File: config.mk
export PLATFORM = sky130hd
export DESIGN_NAME = mem_access_ctrl
export DESIGN_NICKNAME = d
export VERILOG_FILES = /design/src/rtl/mem_access_ctrl.sv
export SDC_FILE = /design/constraint.sdc
export NUM_CORES = 1
export LEC_CHECK = 0
export ABC_AREA = 1
export CAP_MARGIN = 15
export CORE_MARGIN = 10
export CORE_UTILIZATION = 46
export DETAILED_ROUTE_END_ITERATION = 16
export PLACE_DENSITY = 0.83
export SYNTH_ARGS = -nofsm -noshare
export SYNTH_HDL_FRONTEND = slang
export SYNTH_SLANG_ARGS = --single-unit
File: constraint.sdc
create_clock -name clk -period 1.85 [get_ports clk]
set_input_delay 0.37 -clock clk [delete_from_list [all_inputs] [get_ports clk]]
set_output_delay 0.37 -clock clk [all_outputs]
set_load 0.01 [all_outputs]
File: src/rtl/mem_access_ctrl.sv
// CPU-side initiator for the data_mem read/write/busy_wait handshake.
// Stalls the CPU while an access is in flight and flags illegal requests and timeouts.
module mem_access_ctrl #(
    parameter int unsigned ADDR_W       = 8,
    parameter int unsigned DATA_W       = 8,
    parameter int unsigned ACK_TIMEOUT  = 4,
    parameter int unsigned BUSY_TIMEOUT = 255
) (
    input  logic              clk,
    input  logic              rst,
    input  logic              cpu_read,
    input  logic              cpu_write,
    input  logic [ADDR_W-1:0] cpu_addr,
    input  logic [DATA_W-1:0] cpu_wdata,
    output logic [DATA_W-1:0] cpu_rdata,
    output logic              cpu_busy_wait,
    output logic              cpu_done,
    output logic              cpu_err,
    output logic              mem_read,
    output logic              mem_write,
    output logic [ADDR_W-1:0] mem_addr,
    output logic [DATA_W-1:0] mem_wdata,
    input  logic [DATA_W-1:0] mem_rdata,
    input  logic              mem_busy_wait
);

    localparam int unsigned MAX_TO = (ACK_TIMEOUT > BUSY_TIMEOUT) ? ACK_TIMEOUT : BUSY_TIMEOUT;
    localparam int unsigned CNT_W  = (MAX_TO < 2) ? 1 : $clog2(MAX_TO + 1);
    localparam logic [CNT_W-1:0] ACK_LAST  = CNT_W'(ACK_TIMEOUT - 1);
    localparam logic [CNT_W-1:0] BUSY_LAST = CNT_W'(BUSY_TIMEOUT - 1);

    typedef enum logic [1:0] {
        S_IDLE,
        S_REQ,
        S_WAIT,
        S_DONE
    } state_e;

    state_e            state_q, state_d;
    logic              is_write_q, is_write_d;
    logic [ADDR_W-1:0] addr_q, addr_d;
    logic [DATA_W-1:0] wdata_q, wdata_d;
    logic [DATA_W-1:0] rdata_q, rdata_d;
    logic [CNT_W-1:0]  cnt_q, cnt_d;
    logic              err_q, err_d;
    logic              one_req;
    logic              strobe_active;

    assign one_req = cpu_read ^ cpu_write;

    always_ff @(posedge clk or negedge rst) begin
        if (!rst) begin
            state_q    <= S_IDLE;
            is_write_q <= 1'b0;
            addr_q     <= '0;
            wdata_q    <= '0;
            rdata_q    <= '0;
            cnt_q      <= '0;
            err_q      <= 1'b0;
        end else begin
            state_q    <= state_d;
            is_write_q <= is_write_d;
            addr_q     <= addr_d;
            wdata_q    <= wdata_d;
            rdata_q    <= rdata_d;
            cnt_q      <= cnt_d;
            err_q      <= err_d;
        end
    end

    always_comb begin
        state_d    = state_q;
        is_write_d = is_write_q;
        addr_d     = addr_q;
        wdata_d    = wdata_q;
        rdata_d    = rdata_q;
        cnt_d      = cnt_q;
        err_d      = 1'b0;
        unique case (state_q)
            S_IDLE: begin
                // The error-return cycle lets the CPU move past the faulting instruction.
                if (!err_q) begin
                    if (cpu_read && cpu_write) begin
                        err_d = 1'b1;
                    end else if (one_req) begin
                        state_d    = S_REQ;
                        is_write_d = cpu_write;
                        addr_d     = cpu_addr;
                        wdata_d    = cpu_wdata;
                        cnt_d      = '0;
                    end
                end
            end
            S_REQ: begin
                if (mem_busy_wait) begin
                    state_d = S_WAIT;
                    cnt_d   = '0;
                end else if (cnt_q >= ACK_LAST) begin
                    state_d = S_IDLE;
                    err_d   = 1'b1;
                end else begin
                    cnt_d = cnt_q + CNT_W'(1);
                end
            end
            S_WAIT: begin
                if (!mem_busy_wait) begin
                    state_d = S_DONE;
                    if (!is_write_q) begin
                        rdata_d = mem_rdata;
                    end
                end else if (cnt_q >= BUSY_LAST) begin
                    state_d = S_IDLE;
                    err_d   = 1'b1;
                end else begin
                    cnt_d = cnt_q + CNT_W'(1);
                end
            end
            S_DONE: begin
                state_d = S_IDLE;
            end
            default: begin
                state_d = S_IDLE;
            end
        endcase
    end

    assign strobe_active = (state_q == S_REQ) || (state_q == S_WAIT);
    assign mem_read      = strobe_active && !is_write_q;
    assign mem_write     = strobe_active && is_write_q;
    assign mem_addr      = addr_q;
    assign mem_wdata     = wdata_q;
    assign cpu_rdata     = rdata_q;
    assign cpu_done      = (state_q == S_DONE);
    assign cpu_err       = err_q;
    // Gated by rst so the stall also reads 0 while reset is held with a request pending.
    assign cpu_busy_wait = rst && (strobe_active || ((state_q == S_IDLE) && !err_q && one_req));

endmodule

# Yosys cells after proc, flatten, opt, wreduce, memory -nomap -nowiden
# Index checks and enable logic that the tools add are counted.
dict set report totals {
  input_bits 29
  regBits 36
  latch_bits 0
  ramBits 0
  mem_bits_ro 0
  mem_count 0
}
dict set report op_classes {
  add_sub_neg 1
  reduce_logical 16
  eq_ne 11
  n_lt_le_gt_ge 2
  bitwise 5
  shifts 0
  multipliers 0
  div 0
  n_mux 23
}
# cell n
set ops {}
lappend ops {{$mux 8} 7}
lappend ops {{$pmux 8 s3} 1}
lappend ops {{$mux 2} 7}
lappend ops {{$ne 2x2->1 const B} 5}
lappend ops {{$ne 3x3->1 const B} 3}
lappend ops {{$add 8x1->8 const B} 1}
lappend ops {{$ge 8x2->1 const B} 1}
lappend ops {{$ge 8x8->1 const B} 1}
lappend ops {{$pmux 2 s4} 1}
lappend ops {{$reduce_and 7->1} 1}
lappend ops {{$logic_and 1x1->1} 6}
lappend ops {{$mux 1} 6}
lappend ops {{$reduce_and 5->1} 1}
lappend ops {{$eq 2x2->1 const B} 2}
lappend ops {{$not 1->1} 4}
lappend ops {{$reduce_and 4->1} 1}
lappend ops {{$pmux 1 s3} 1}
lappend ops {{$reduce_and 3->1} 1}
lappend ops {{$reduce_bool 3->1} 1}
lappend ops {{$eq 2x1->1 const B} 1}
lappend ops {{$logic_not 1->1} 2}
lappend ops {{$logic_not 2->1} 1}
lappend ops {{$logic_or 1x1->1} 2}
lappend ops {{$xor 1x1->1} 1}

# Longest topological paths before layout
# Gate-level depths: netlist of run 1.
dict set report depth {
  word_depth 5
  ltp_mapped 10
}

# Worst setup path after synthesis of run 1
# Ideal clock, no wire load.
dict set report synth_timing {
  path_type {register to register}
  from {reg state_q[0]}
  to {reg addr_q[0] (netlist: mem_addr[0])}
  path_slack_ps 275
  setup_time_ps 125
  arrival_ps 1450
  stages_incl_launch_ff 8
  period_less_slack_ps 1575
  n_path_buf 1
  cell_sequence {dfrtp_1 > inv_1 > ha_1 > nand2_1 > nor2_2 > nand2_4 > buf_12 > mux2_4}
}
dict set report synth_between {
  elab_chain_len 2
}
# item line
set synth_rtl {}
lappend synth_rtl {{start: declaration} 39} ;# state_e state_q, state_d;
lappend synth_rtl {{start signal: assignment} 61} ;# state_q <= state_d;
lappend synth_rtl {{$logic_not 2->1} 79} ;# unique case (state_q)
lappend synth_rtl {{$reduce_and 4->1 (no line)} n/a}
lappend synth_rtl {{end signal: assignment} 63} ;# addr_q <= addr_d;
lappend synth_rtl {{end: declaration} 41} ;# logic [ADDR_W-1:0] addr_q, addr_d;
# Every way passes these cells.
# A chain may end at the register's enable or synchronous reset.

# Worst setup path after layout of run 1
dict set report layout_timing {
  from {in cpu_read}
  to {out cpu_busy_wait}
}
dict set report layout_between {
  elab_chain_len 4
}
# item line
set layout_rtl {}
lappend layout_rtl {{start: declaration} 11} ;# input logic cpu_read,
lappend layout_rtl {{$xor 1x1->1} 49} ;# assign one_req = cpu_read ^ cpu_write;
lappend layout_rtl {{$logic_and 1x1->1} 136} ;# assign cpu_busy_wait = rst && (strobe_active || ((state_q == S_IDLE) && !err_q && one_req));
lappend layout_rtl {{$logic_or 1x1->1} 136}
lappend layout_rtl {{$logic_and 1x1->1} 136}
lappend layout_rtl {{end: declaration} 16} ;# output logic cpu_busy_wait,
# Every way passes these cells.

==> impl_metrics.py, run 1 <==
metrics = {
    "die": {
        "io_pins": 58,
        "rows": 22,
        "core_area_um2": 3770,
        "start_util_pct": 49.0,
        "die_h_um": 83.4,
        "fp.dieArea_um2": 6950,
        "chipWidth_um": 83.4,
    },
    "yosys": {
        "yosysUniqueCellTypes": 24,
        "yosys-top-cells-area": "dfrtp_1 (49%), mux2_2 (9.1%), mux2_4 (8.1%)",
        "yosys_warnings": 0,
        "synth_top_area_share_pct": 48.7,
        "syn_area_um2": 1850,
        "netlist_instances": 179,
        "yosysTopAreaCell": "dfrtp_1",
        "synth-seq-cells": 36,
        "syn_nets": 215,
        "avgSynthCellArea_um2": 10.3,
        "ys_seq_area_share_pct": 48.7,
    },
    "cts": {
        "clockRootBuffer": "clkbuf_8",
        "htree_levels": 2,
        "cts.sinks": 36,
        "clk_path_buf_depth": 2,
        "cts_tree": "yes",
        "clkLatencyLatePin_ps": 280,
        "cts_made_buffers": 5,
        "path_clk_slew_ps": 70,
    },
    "grt": {
        "grt_pass1_vias": 1455,
        "antenna_found_initial": 0,
        "overflow": 0,
        "grt_max_degree": 37,
        "grt_pass1_wl_um": 7330,
        "track_usage_pct": 12.9,
    },
    "timing": {
        "finalHoldViolCount": 0,
        "setup_ws_ps": 31.2,
        "worstMarginPinSlew_ps": 448,
        "min_period_ps": 1820,
        "final-setup-viol-count": 0,
        "fmax_mhz": 550,
        "rsz0062_at_grt": "yes",
        "slew_violations": 0,
        "clock_skew_ps": 2.92,
        "max-slew-margin-rel_pct": 70.1,
        "period_share_pct": 98.3,
    },
    "final_layout": {
        "layout-drive-gt1-share_pct": 22.1,
        "num_antenna_cells": 0,
        "nets": 285,
        "layout_common_cells": "clkdlybuf4s50_1 (51), dfrtp_1 (36), nand2_1 (30), inv_1 (21), nor2_1 (16)",
        "syn2layout_area_growth_pct": 41.5,
        "final_common_cell": "clkdlybuf4s50_1",
    },
    "critical_path": {
        "crit_buf_inv": 3,
        "required_ps": 1480,
        "arrival_ps": 1450,
        "path_class": "input port to output port",
        "path_max_fanout": 2,
        "critPathTopFamily": "buffers and inverters",
        "slowest_stage": "clkdlybuf4s50_1",
        "startpoint_type": "input port",
        "slowest_delay_ps": 400,
        "path_cells": "clkdlybuf4s50_1, ha_1, inv_2, nor2_2, o21a_1, buf_2",
        "end_kind": "output port",
    },
    "hold_path": {
        "worstHoldPathType": "input port to asynchronous set/reset pin",
    },
    "job": {
        "drv_cap": 0,
    },
    "pwr": {
        "combPwrFrac_pct": 51.2,
        "intPower_mw": 2.56,
        "switching_share_pct": 33.2,
        "finalPower_mw": 3.84,
        "power.switching_mw": 1.27,
        "ir_drop_mv": 0.944,
        "p_clk_share_pct": 15.6,
        "powerDensity_nw_per_um2": 1470,
        "leakagePower_nw": 1.24,
        "seq_power_share_pct": 33.3,
    },
    "drt": {
        "wl_per_cell_um": 14.8,
        "dr.pass1.iters": 4,
        "viasPerCell": 4.92,
        "drc": 0,
        "route.vias.total": 1461,
        "drtAntennaViolNets": 0,
        "first_iter_violations": 82,
        "routed.top_layer": "met4",
        "routedLengthMet1_um": 1950,
        "wl_met2_um": 2050,
        "wl_met3_um": 301,
        "drt-total-wl_um": 4390,
    },
    "placement": {
        "gp_congestion": 0.840,
        "hpwl_um": 3410,
        "portBuffers": 57,
        "dp_slack_ps": -423,
    },
    "status": {
        "status": "finished clean",
    },
}
==> timing repair <==
action | 4_1_cts | 5_1_grt
pin swaps | 0 | 1
resized for setup | 8 | 8
endpoints found under the setup margin | 4 | 6
setup buffers | 0 | 0
hold buffers | 0 | 0
==> power by group through the flow <==
stage / combinational [mW] / sequential, mW / clock [mW]
2_1_floorplan: 0.854 / 1.41 / 0
3_3_place_gp: 1.94 / 1.27 / 0
3_5_place_dp: 1.97 / 1.29 / 0
4_1_cts: 1.99 / 1.28 / 0.606
5_1_grt: 2.15 / 1.33 / 0.641
6_report: 1.96 / 1.28 / 0.597
==> worst reg2reg max path, cell delays in order, from the launching register on <==
cell,delay (ps)
dfrtp_1,370
buf_4,140
ha_1,240
nand2_2,110
or2_1,340
mux2_2,390
==> stage by stage <==
stage | hold WS [ps] | cell area [um^2] | util, % | TNS, ps | instances
after global placement | 464 | 2510 | 66.5 | -4960 | 290
after CTS | 156 | 2620 | 69.3 | -101 | 297
after floorplan | 74.4 | 1850 | - | 0 | 179
final | 133 | 2620 | 69.3 | 0 | 297
after global routing | 179 | 2620 | 69.3 | -22.4 | 297
after detailed placement | 463 | 2510 | 66.5 | -5810 | 290
==> cell usage after synthesis <==
cell and instances:
a21oi_1 2, nand2_1 31, ha_1 7, a31oi_1 1, nor2_2 2, nand3_1 9, o21ai_0 9, buf_12 1
mux2_4 10, nand2_2 2, o21a_1 1, buf_2 1, or2_1 1, dfrtp_1 36, xor2_1 3, nand2_4 1
inv_1 22, nand4_1 4, nand3b_1 1, nand3_2 1, mux2_2 15, o21ai_2 1, nor2_1 16, nor2_4 2
==> path summary, 6_finish.rpt <==
| kind | from | end | slack, ps | depth (start not counted) |
|---|---|---|---|---|
| setup / recovery | cpu_read | cpu_busy_wait | 30 | 6 |
| hold / removal | rst | state_q[1] | 130 | 2 |
| setup reg to reg | state_q[1] | cpu_rdata[5] | 150 | 5 |
| hold reg to reg | mem_addr[3] | mem_addr[3] | 510 | 1 |
| max in group asynchronous | rst | mem_wdata[2] | 1390 | 2 |
| min in group clk | cpu_write | is_write_q | 360 | 2 |
==> cells by family after synthesis <==
| logic type | synth area share (%) |
|---|---|
| AND/OR/NAND/NOR | 17.8 |
| flip-flops | 48.7 |
| multiplexers | 17.3 |
| buffers and inverters | 5.82 |
| AO/OA/AOI/OAI | 4.20 |
| adder cells (fa/ha/maj) | 4.74 |
| XOR/XNOR | 1.42 |
==> cell type report <==
| type | count | area [um^2] |
|---|---|---|
| fillers | 290 | 1160 |
| flip-flops and latches | 36 | 901 |
| multi-input cells | 119 | 860 |
| repair buffers | 65 | 616 |
| clock buffers | 7 | 96.3 |
| inverters | 22 | 82.6 |
| well taps | 48 | 60.1 |
==> sequential cells by signal, indices dropped and copies added (netlist names) <==
| signal | cells |
|---|---|
| cnt_q | 8 |
| cpu_rdata | 8 |
| mem_addr | 8 |
| mem_wdata | 8 |
| state_q | 2 |
| cpu_err | 1 |
| is_write_q | 1 |
==> routing by layer <==
| metal | GRT usage, % | vias to the layer above |
|---|---|---|
| li1 | - | 727 |
| met1 | 15.1 | 684 |
| met2 | 20.0 | 44 |
| met3 | 4.59 | 6 |
| met4 | 6.92 | 0 |
| met5 | 0 | - |
Power figures use the tool's default switching activity.
==> run 2, diff against run 1 <==
--- a/config.mk
+++ b/config.mk
@@ -11,6 +11,7 @@
 export CORE_UTILIZATION = 46
 export DETAILED_ROUTE_END_ITERATION = 16
 export PLACE_DENSITY = 0.83
+export REMOVE_ABC_BUFFERS = 1
 export SYNTH_ARGS = -nofsm -noshare
 export SYNTH_HDL_FRONTEND = slang
 export SYNTH_SLANG_ARGS = --single-unit
==> run 2 against run 1 <==
  * Die area unchanged
  * Sequential power hardly changed
  * Highest routed layer unchanged
  * Sequential cell count unchanged
==> impl_metrics.py, run 2 (same netlist as run 1, synthesis figures left out) <==
metrics = {
    "status": {
        "status": "finished clean",
    },
    "critical_path": {
        "path_max_fanout": 2,
        "arrival_ps": 1410,
        "r2r_end": "cnt_q[1]",
        "end_kind": "output port",
        "rrSetupSlack_ps": 150,
        "r2r_cells": 9,
        "startpoint_type": "register",
        "rr_startpoint": "state_q[1]",
        "path_class": "register to output port",
        "required_ps": 1480,
    },
    "cts": {
        "cts_made_buffers": 5,
        "path_clk_slew_ps": 80,
        "clk_path_buf_depth": 2,
        "clockRootBuffer": "clkbuf_8",
        "cts_tree": "yes",
        "cts.sinks": 36,
        "clkLatencyLatePin_ps": 290,
        "holdBufCountCts": 0,
        "postCtsSetupBuffers": 0,
        "htree_levels": 2,
    },
    "timing": {
        "finalHoldViolCount": 0,
        "setup_ws_ps": 68.4,
        "slew_violations": 0,
        "max-slew-margin-rel_pct": 69.5,
        "clock_skew_ps": 8.44,
        "period_share_pct": 96.3,
        "worstMarginPinSlew_ps": 457,
        "min_period_ps": 1780,
        "fmax_mhz": 561,
        "holdWs_ps": 150,
        "final-setup-viol-count": 0,
        "tns_ps": 0,
    },
    "drt": {
        "dr.pass1.iters": 4,
        "drtAntennaViolNets": 0,
        "drt-total-wl_um": 4480,
        "wl_per_cell_um": 14.8,
        "viasPerCell": 4.88,
        "first_iter_violations": 50,
        "drc": 0,
        "route.vias.total": 1474,
    },
    "placement": {
        "gp_congestion": 0.851,
        "hpwl_um": 3520,
        "post_dp_cell_area_um2": 2560,
        "portBuffers": 57,
        "dp_slack_ps": -464,
        "dp_cells": 294,
    },
    "grt": {
        "grt_max_degree": 37,
        "grt_pass1_vias": 1561,
        "track_usage_pct": 13.2,
        "grt_pass1_wl_um": 7580,
        "antenna_found_initial": 0,
        "overflow": 0,
    },
    "die": {
        "io_pins": 58,
        "die_h_um": 83.4,
        "core_area_um2": 3770,
        "chipWidth_um": 83.4,
        "fp.dieArea_um2": 6950,
        "rows": 22,
        "start_util_pct": 49.0,
    },
    "final_layout": {
        "num_antenna_cells": 0,
        "final_util_pct": 71.2,
        "layout_common_cells": "clkdlybuf4s50_1 (50), dfrtp_1 (36), nand2_1 (31), inv_1 (21), nor2_1 (16)",
        "syn2layout_area_growth_pct": 45.3,
        "layout-drive-gt1-share_pct": 22.8,
        "nets": 289,
        "postLayoutCellArea_um2": 2690,
        "final_common_cell": "clkdlybuf4s50_1",
        "layout.cells.non_filler": 302,
    },
    "job": {
        "drv_cap": 0,
    },
    "pwr": {
        "ir_drop_mv": 0.833,
        "leakagePower_nw": 1.28,
        "powerDensity_nw_per_um2": 1490,
        "finalPower_mw": 4.00,
    },
    "hold_path": {
        "worstHoldPathType": "input port to asynchronous set/reset pin",
    },
}
## run 2: worst max path at each step
stage	start	cells past startpoint	to	slack (ps)
6_report	state_q[0]	6	cpu_busy_wait	70
4_1_cts	cpu_read	6	cpu_busy_wait	20
3_3_place_gp	cpu_write	6	cpu_busy_wait	-390
2_1_floorplan	state_q[0]	6	mem_addr[0]	330
5_1_grt	state_q[0]	6	cpu_busy_wait	-10
3_5_place_dp	cpu_write	6	cpu_busy_wait	-460
## run 2: final cells by class
type | count | area (um^2)
fill | 293 | 1090
sequential | 36 | 901
multi-input combinational | 119 | 857
timing repair buffer | 69 | 673
inverter | 22 | 82.6
clock buffer | 5 | 68.8
tap | 48 | 60.1
clock inverter | 3 | 42.5
## run 2: critical path: stages, from the launching register on
cell,delay [ps]
dfrtp_1,390
inv_1,120
ha_4,150
nand2_1,90
nor2_4,130
o21a_1,120
buf_2,130
## run 2: what timing repair did
action,4_1_cts,5_1_grt
pin swaps,2,1
setup endpoints to repair,4,6
gates resized for setup,9,3
endpoints found under the hold margin,0,0
## run 2: per-layer routing
layer	vias up	part of all wire (%)	track usage (%)
met1	697	44	16.0
li1	728	-	-
met5	-	0	0
met2	44	47	20.3
met3	5	7.3	4.39
met4	0	1.7	6.46
## run 2: power by group
| group | switching (mW) | total [mW] | internal (mW) |
|---|---|---|---|
| Clock | 0.292 | 0.691 | 0.399 |
| Sequential | 0.177 | 1.28 | 1.10 |
| Combinational | 0.842 | 2.03 | 1.19 |
